==> src/rtl/mem_access_ctrl.sv <==
// mem_access_ctrl
//
// Load/store front end between an RV32I-style pipeline and a word-wide
// cache port. It shifts store data and byte enables into their lanes,
// extracts and extends load data, and handles accesses that straddle a
// word boundary.
//
// Build option:
//   MISALIGN_SPLIT_EN  defined   -> a word-crossing access becomes two
//                                    cache cycles (word A, then A+1).
//                      undefined -> a word-crossing access is rejected
//                                    with misalign_err and never touches
//                                    the cache.
//
// Ports:
//   clk, rst            clock; synchronous active-high reset
//   req_valid/req_ready request handshake (accept when both high)
//   req_we              1 = store, 0 = load
//   req_type            funct3: 000 B, 001 H, 010 W, 100 BU, 101 HU
//   req_addr            byte address
//   req_wdata           store data, right-aligned
//   resp_valid          one-cycle completion pulse
//   resp_rdata          extended load data (0 for stores/errors/idle)
//   misalign_err        access rejected (only together with resp_valid)
//   cache_we            per-byte write enables
//   cache_addr          word address (byte address bits [31:2])
//   cache_wdata         lane-aligned store data
//   cache_rdata         read word, valid one cycle after cache_addr
module mem_access_ctrl (
    input  logic        clk,
    input  logic        rst,
    input  logic        req_valid,
    output logic        req_ready,
    input  logic        req_we,
    input  logic [2:0]  req_type,
    input  logic [31:0] req_addr,
    input  logic [31:0] req_wdata,
    output logic        resp_valid,
    output logic [31:0] resp_rdata,
    output logic        misalign_err,
    output logic [3:0]  cache_we,
    output logic [29:0] cache_addr,
    output logic [31:0] cache_wdata,
    input  logic [31:0] cache_rdata
);

    localparam logic [0:0] ST_IDLE   = 1'b0;
    localparam logic [0:0] ST_SPLIT2 = 1'b1;

    logic [0:0]  state_q,      state_d;
    logic        resp_valid_q, resp_valid_d;
    logic        misalign_q,   misalign_d;
    logic        split_q,      split_d;      // response is built from two words
    logic        we_q,         we_d;
    logic [2:0]  type_q,       type_d;
    logic [1:0]  off_q,        off_d;
    logic [29:0] addr_hi_q,    addr_hi_d;    // word A+1 (wraps mod 2^30)
    logic [3:0]  mask_hi_q,    mask_hi_d;
    logic [31:0] wdata_hi_q,   wdata_hi_d;
    logic [31:0] word_a_q,     word_a_d;     // read data of word A

    logic        accept;
    logic        crossing;
    logic [1:0]  req_off;
    logic [2:0]  req_size;
    logic [3:0]  size_mask;
    logic [7:0]  mask64;
    logic [63:0] wdata64;

    // Sign- or zero-extend the low bytes of an already aligned word.
    function automatic logic [31:0] load_extend(input logic [31:0] raw,
                                                input logic [2:0]  typ);
        logic [31:0] r;
        case (typ[1:0])
            2'b00:   r = typ[2] ? {24'h0, raw[7:0]}  : {{24{raw[7]}}, raw[7:0]};
            2'b01:   r = typ[2] ? {16'h0, raw[15:0]} : {{16{raw[15]}}, raw[15:0]};
            default: r = raw;
        endcase
        return r;
    endfunction

    // Bring the addressed byte of a two-word window down to lane 0.
    function automatic logic [31:0] load_align(input logic [63:0] pair,
                                               input logic [1:0]  off);
        return 32'(pair >> {off, 3'b000});
    endfunction

    // Request decode: size, lane shift and word-crossing detection. The
    // 64-bit shifted forms give word A in the low half and A+1 in the high.
    always_comb begin
        req_off = req_addr[1:0];
        case (req_type[1:0])
            2'b00: begin
                req_size  = 3'd1;
                size_mask = 4'b0001;
            end
            2'b01: begin
                req_size  = 3'd2;
                size_mask = 4'b0011;
            end
            default: begin
                req_size  = 3'd4;
                size_mask = 4'b1111;
            end
        endcase
        crossing = ({1'b0, req_off} + req_size) > 3'd4;
        mask64   = {4'b0000, size_mask} << req_off;
        wdata64  = {32'h0, req_wdata} << {req_off, 3'b000};
    end

    assign req_ready = !rst && (state_q == ST_IDLE);
    assign accept    = req_valid && req_ready;

    always_comb begin
        state_d      = state_q;
        resp_valid_d = 1'b0;
        misalign_d   = 1'b0;
        split_d      = 1'b0;
        we_d         = we_q;
        type_d       = type_q;
        off_d        = off_q;
        addr_hi_d    = addr_hi_q;
        mask_hi_d    = mask_hi_q;
        wdata_hi_d   = wdata_hi_q;
        word_a_d     = word_a_q;
        cache_we     = 4'b0000;
        cache_addr   = req_addr[31:2];
        cache_wdata  = 32'h0;

        case (state_q)
            ST_SPLIT2: begin
                // Second half of a crossing access; reset drops the write.
                cache_addr = addr_hi_q;
                word_a_d   = cache_rdata;
                if (we_q && !rst) begin
                    cache_we    = mask_hi_q;
                    cache_wdata = wdata_hi_q;
                end
                resp_valid_d = 1'b1;
                split_d      = 1'b1;
                state_d      = ST_IDLE;
            end
            default: begin
                if (accept) begin
                    we_d       = req_we;
                    type_d     = req_type;
                    off_d      = req_off;
                    addr_hi_d  = req_addr[31:2] + 30'd1;
                    mask_hi_d  = mask64[7:4];
                    wdata_hi_d = wdata64[63:32];
                    if (!crossing) begin
                        resp_valid_d = 1'b1;
                        if (req_we) begin
                            cache_we    = mask64[3:0];
                            cache_wdata = wdata64[31:0];
                        end
                    end else begin
`ifdef MISALIGN_SPLIT_EN
                        state_d = ST_SPLIT2;
                        if (req_we) begin
                            cache_we    = mask64[3:0];
                            cache_wdata = wdata64[31:0];
                        end
`else
                        resp_valid_d = 1'b1;
                        misalign_d   = 1'b1;
`endif
                    end
                end
            end
        endcase
    end

    always_ff @(posedge clk) begin
        if (rst) begin
            state_q      <= ST_IDLE;
            resp_valid_q <= 1'b0;
            misalign_q   <= 1'b0;
            split_q      <= 1'b0;
            we_q         <= 1'b0;
            type_q       <= 3'b000;
            off_q        <= 2'b00;
            addr_hi_q    <= 30'h0;
            mask_hi_q    <= 4'b0000;
            wdata_hi_q   <= 32'h0;
            word_a_q     <= 32'h0;
        end else begin
            state_q      <= state_d;
            resp_valid_q <= resp_valid_d;
            misalign_q   <= misalign_d;
            split_q      <= split_d;
            we_q         <= we_d;
            type_q       <= type_d;
            off_q        <= off_d;
            addr_hi_q    <= addr_hi_d;
            mask_hi_q    <= mask_hi_d;
            wdata_hi_q   <= wdata_hi_d;
            word_a_q     <= word_a_d;
        end
    end

    assign resp_valid   = resp_valid_q;
    assign misalign_err = misalign_q;

    // Load data comes straight off cache_rdata in the response cycle.
    always_comb begin
        resp_rdata = 32'h0;
        if (resp_valid_q && !misalign_q && !we_q) begin
            resp_rdata = load_extend(
                load_align(split_q ? {cache_rdata, word_a_q} : {32'h0, cache_rdata}, off_q),
                type_q);
        end
    end

endmodule

==> config.mk <==
export PLATFORM = sky130hd
export DESIGN_NAME = mem_access_ctrl
export DESIGN_NICKNAME = d
export VERILOG_FILES = /design/src/rtl/mem_access_ctrl.sv
export SDC_FILE = /design/constraint.sdc
export NUM_CORES = 1
export LEC_CHECK = 0
export ABC_AREA = 1
export BUFFER_PORTS_ARGS = -buffer_cell sky130_fd_sc_hd__clkbuf_2
export CORE_MARGIN = 5
export CORE_UTILIZATION = 41
export DETAILED_ROUTE_END_ITERATION = 10
export PLACE_DENSITY = 0.93
export SLEW_MARGIN = 20
export SYNTH_ARGS = -nofsm -noshare
export SYNTH_HDL_FRONTEND = slang
export SYNTH_SLANG_ARGS = --single-unit
==> constraint.sdc <==
create_clock -name clk -period 3.3 [get_ports clk]
set_input_delay 0.165 -clock clk [delete_from_list [all_inputs] [get_ports clk]]
set_output_delay 0.165 -clock clk [all_outputs]
set_load 0.01 [all_outputs]
==> flow_summary.json <==
{
  "ios": 204,
  "synth-edff-count": 0,
  "holdCritStartpoint": "req_type[2]",
  "numCtsBuffers": 3,
  "gp_congestion": 0.814,
  "clockBufferDepth": 2,
  "dp_cells": 574,
  "first_iter_violations": 247,
  "yosysWarnings": 0,
  "synth_area_um2": 2150,
  "r2r_end": "off_q[1]",
  "p_comb_frac": 0.586,
  "ys.flop_type": "dfxtp_1",
  "status": "complete, no violations",
  "synth_most_common_cell": "nand2_1",
  "drv_slew": 0,
  "root_buffer": "clkbuf_8",
  "tritoncts": "built",
  "diodes": 0,
  "ys_top_cells_by_count": "132 x nand2_1, 43 x nor2_1, 37 x inv_1, 36 x a21oi_1, 31 x buf_4",
  "hold_buffers": 0,
  "fp.dieW_um": 82.4,
  "swShare": 0.446,
  "path_clk_slew_ps": 40,
  "maxCapViolCount": 0,
  "dp_slack_ps": 780,
  "ir_drop_mv": 0.101,
  "grt_max_degree": 42,
  "antenna_found_initial": 0,
  "setup_viol": 0,
  "overflow": 0,
  "finalHoldViolCount": 0,
  "ctsResizeCount": 0,
  "worstRegToRegCells": 2,
  "min_to": "type_q[2]",
  "fin_crit_ps": 2530,
  "synth_top_area_frac": 0.230,
  "post_cts_buffers": 0,
  "initial_core_util": 0.421,
  "grt_pass1_wl_mm": 11.6,
  "leakagePower_nw": 1.67,
  "layout-drive-gt1-share": 0.341,
  "switchingPower_uw": 246,
  "vias": 3018,
  "worstPathRequired_ps": 3130,
  "pwr-share-seq": 0.204,
  "fin_nets": 615,
  "p_int_uw": 305,
  "regToRegSetupSlack_ps": 1840,
  "crit_fanout": 34,
  "nFillCells": 556,
  "finalPower_uw": 551,
  "critPathCaptureType": "output pin",
  "core_um2": 5110,
  "slew_headroom": 0.565,
  "fin_cells": 577,
  "fin_crit_sh": 0.765,
  "grt_usage": 0.213,
  "r2r-start": "off_q[1]",
  "hp-class": "input port to flip-flop",
  "fp-row-count": 26,
  "wire_per_inst_um": 13.3,
  "grt_pass1_vias": 2635,
  "ys_seq_area_frac": 0.0745,
  "die_h_um": 82.4,
  "crit_type": "input port to output pin",
  "synth_cells": 415,
  "worstPathArrival_ps": 2360,
  "startpoint_type": "input port",
  "yosysTopAreaCell": "nand2_1",
  "clock_power_share": 0.210,
  "setup_tns_ps": 0,
  "ant_nets": 0,
  "p_per_area_nw_per_um2": 207,
  "max_freq_mhz": 396,
  "htree_num_levels": 1,
  "async_reset_ff_frac": 0,
  "yosys_register_bits": 8,
  "portBuffers": 143,
  "drc": 0,
  "dp_hpwl_mm": 6.08,
  "syn-num-nets": 521,
  "synth.distinct_cells": 30,
  "firstDrtPassIters": 4,
  "clk_latency_ps": 230,
  "syn_area_per_cell_um2": 5.18,
  "finClkSkew_ps": 0,
  "drt-total-wl_mm": 7.70,
  "tightest_slew_ps": 652,
  "cts.sinks": 8,
  "hold_depth": 3,
  "die-area_um2": 6790,
  "area_growth_pct": 23.5,
  "layout_setup_ws_ps": 775,
  "grt_setup_unrepaired": "no",
  "synthTopCellsByArea": "nand2_1 23%, buf_4 11%, a21oi_1 8.4%",
  "viasPerCell": 5.23
}
[state kept, by name, indices dropped and copies added, names as in the netlist]
name / cells
misalign_err: 1
resp_valid: 1
off_q: 2
we_q: 1
type_q: 3
[critical path: stages]
cell and delay [ps]:
clkbuf_2 420, ha_1 250, inv_1 60, fa_1 480
nand2_1 50, nand3_1 160, nand2_2 260, a211oi_1 310
clkbuf_2 190
[worst max-delay path by stage]
stage / from / end / slack [ps] / depth (start not counted)
after floorplan: req_addr[1] / cache_wdata[19] / 1440 / 8
after global placement: req_addr[0] / cache_wdata[8] / 950 / 9
after detailed placement: req_addr[0] / cache_wdata[26] / 780 / 9
after CTS: req_addr[0] / cache_we[3] / 800 / 9
after global routing: req_addr[0] / cache_wdata[28] / 610 / 9
final: req_addr[0] / cache_wdata[28] / 770 / 9
[cell usage in the layout, fill, tap and decap left out, types with 5 or more instances in the layout]
cell      Yosys  layout
clkbuf_2      0     143
nand2_1     132     132
nor2_1       43      43
inv_1        37      37
a21oi_1      36      36
nand3_1      27      27
o21ai_0      26      26
or2_2         8       8
dfxtp_1       8       8
o211ai_1      7       7
inv_2         6       6
a211oi_1      5       5
o22ai_1       5       5
[through the flow]
| step | hold slack, ps | utilization | area, um^2 |
|---|---|---|---|
| CTS | 146 | 0.520 | 2660 |
| floorplan | 278 | - | 2150 |
| global route | 166 | 0.520 | 2660 |
| finish | 143 | 0.520 | 2660 |
| detailed placement | 330 | 0.512 | 2620 |
| global placement | 330 | 0.512 | 2620 |
[kinds of logic (layout without fill, tap and decap cells)]
family          Yosys count  after routing  synth area share
compound gates           83             83             0.216
fa+ha+maj                 3              3            0.0209
buf+inv                 101            193             0.246
flops                     8              8            0.0745
simple gates            220            220             0.443
[power groups by stage]
| stage | registers [mW] | logic, mW | clock network [mW] |
|---|---|---|---|
| after floorplan | 0.108 | 0.253 | 0 |
| after global placement | 0.114 | 0.312 | 0 |
| after detailed placement | 0.114 | 0.321 | 0 |
| after CTS | 0.112 | 0.322 | 0.120 |
| after global routing | 0.114 | 0.361 | 0.123 |
| final | 0.112 | 0.323 | 0.116 |
[area by class of cell]
type	count	area, um^2	share of cell area
sequential	8	160	0.0603
timing repair buffer	146	738	0.278
inverter	44	168	0.0631
clock buffer	3	41.3	0.0155
tap	70	87.6	0.0330
multi-input combinational	306	1460	0.550
[metal layers]
| metal | global-route usage | part of all wire |
|---|---|---|
| met1 | 0.239 | 0.36 |
| met2 | 0.383 | 0.50 |
| met3 | 0.0542 | 0.12 |
| met4 | 0.0831 | 0.025 |
| met5 | 0 | 0 |
Power figures use the tool's default switching activity.
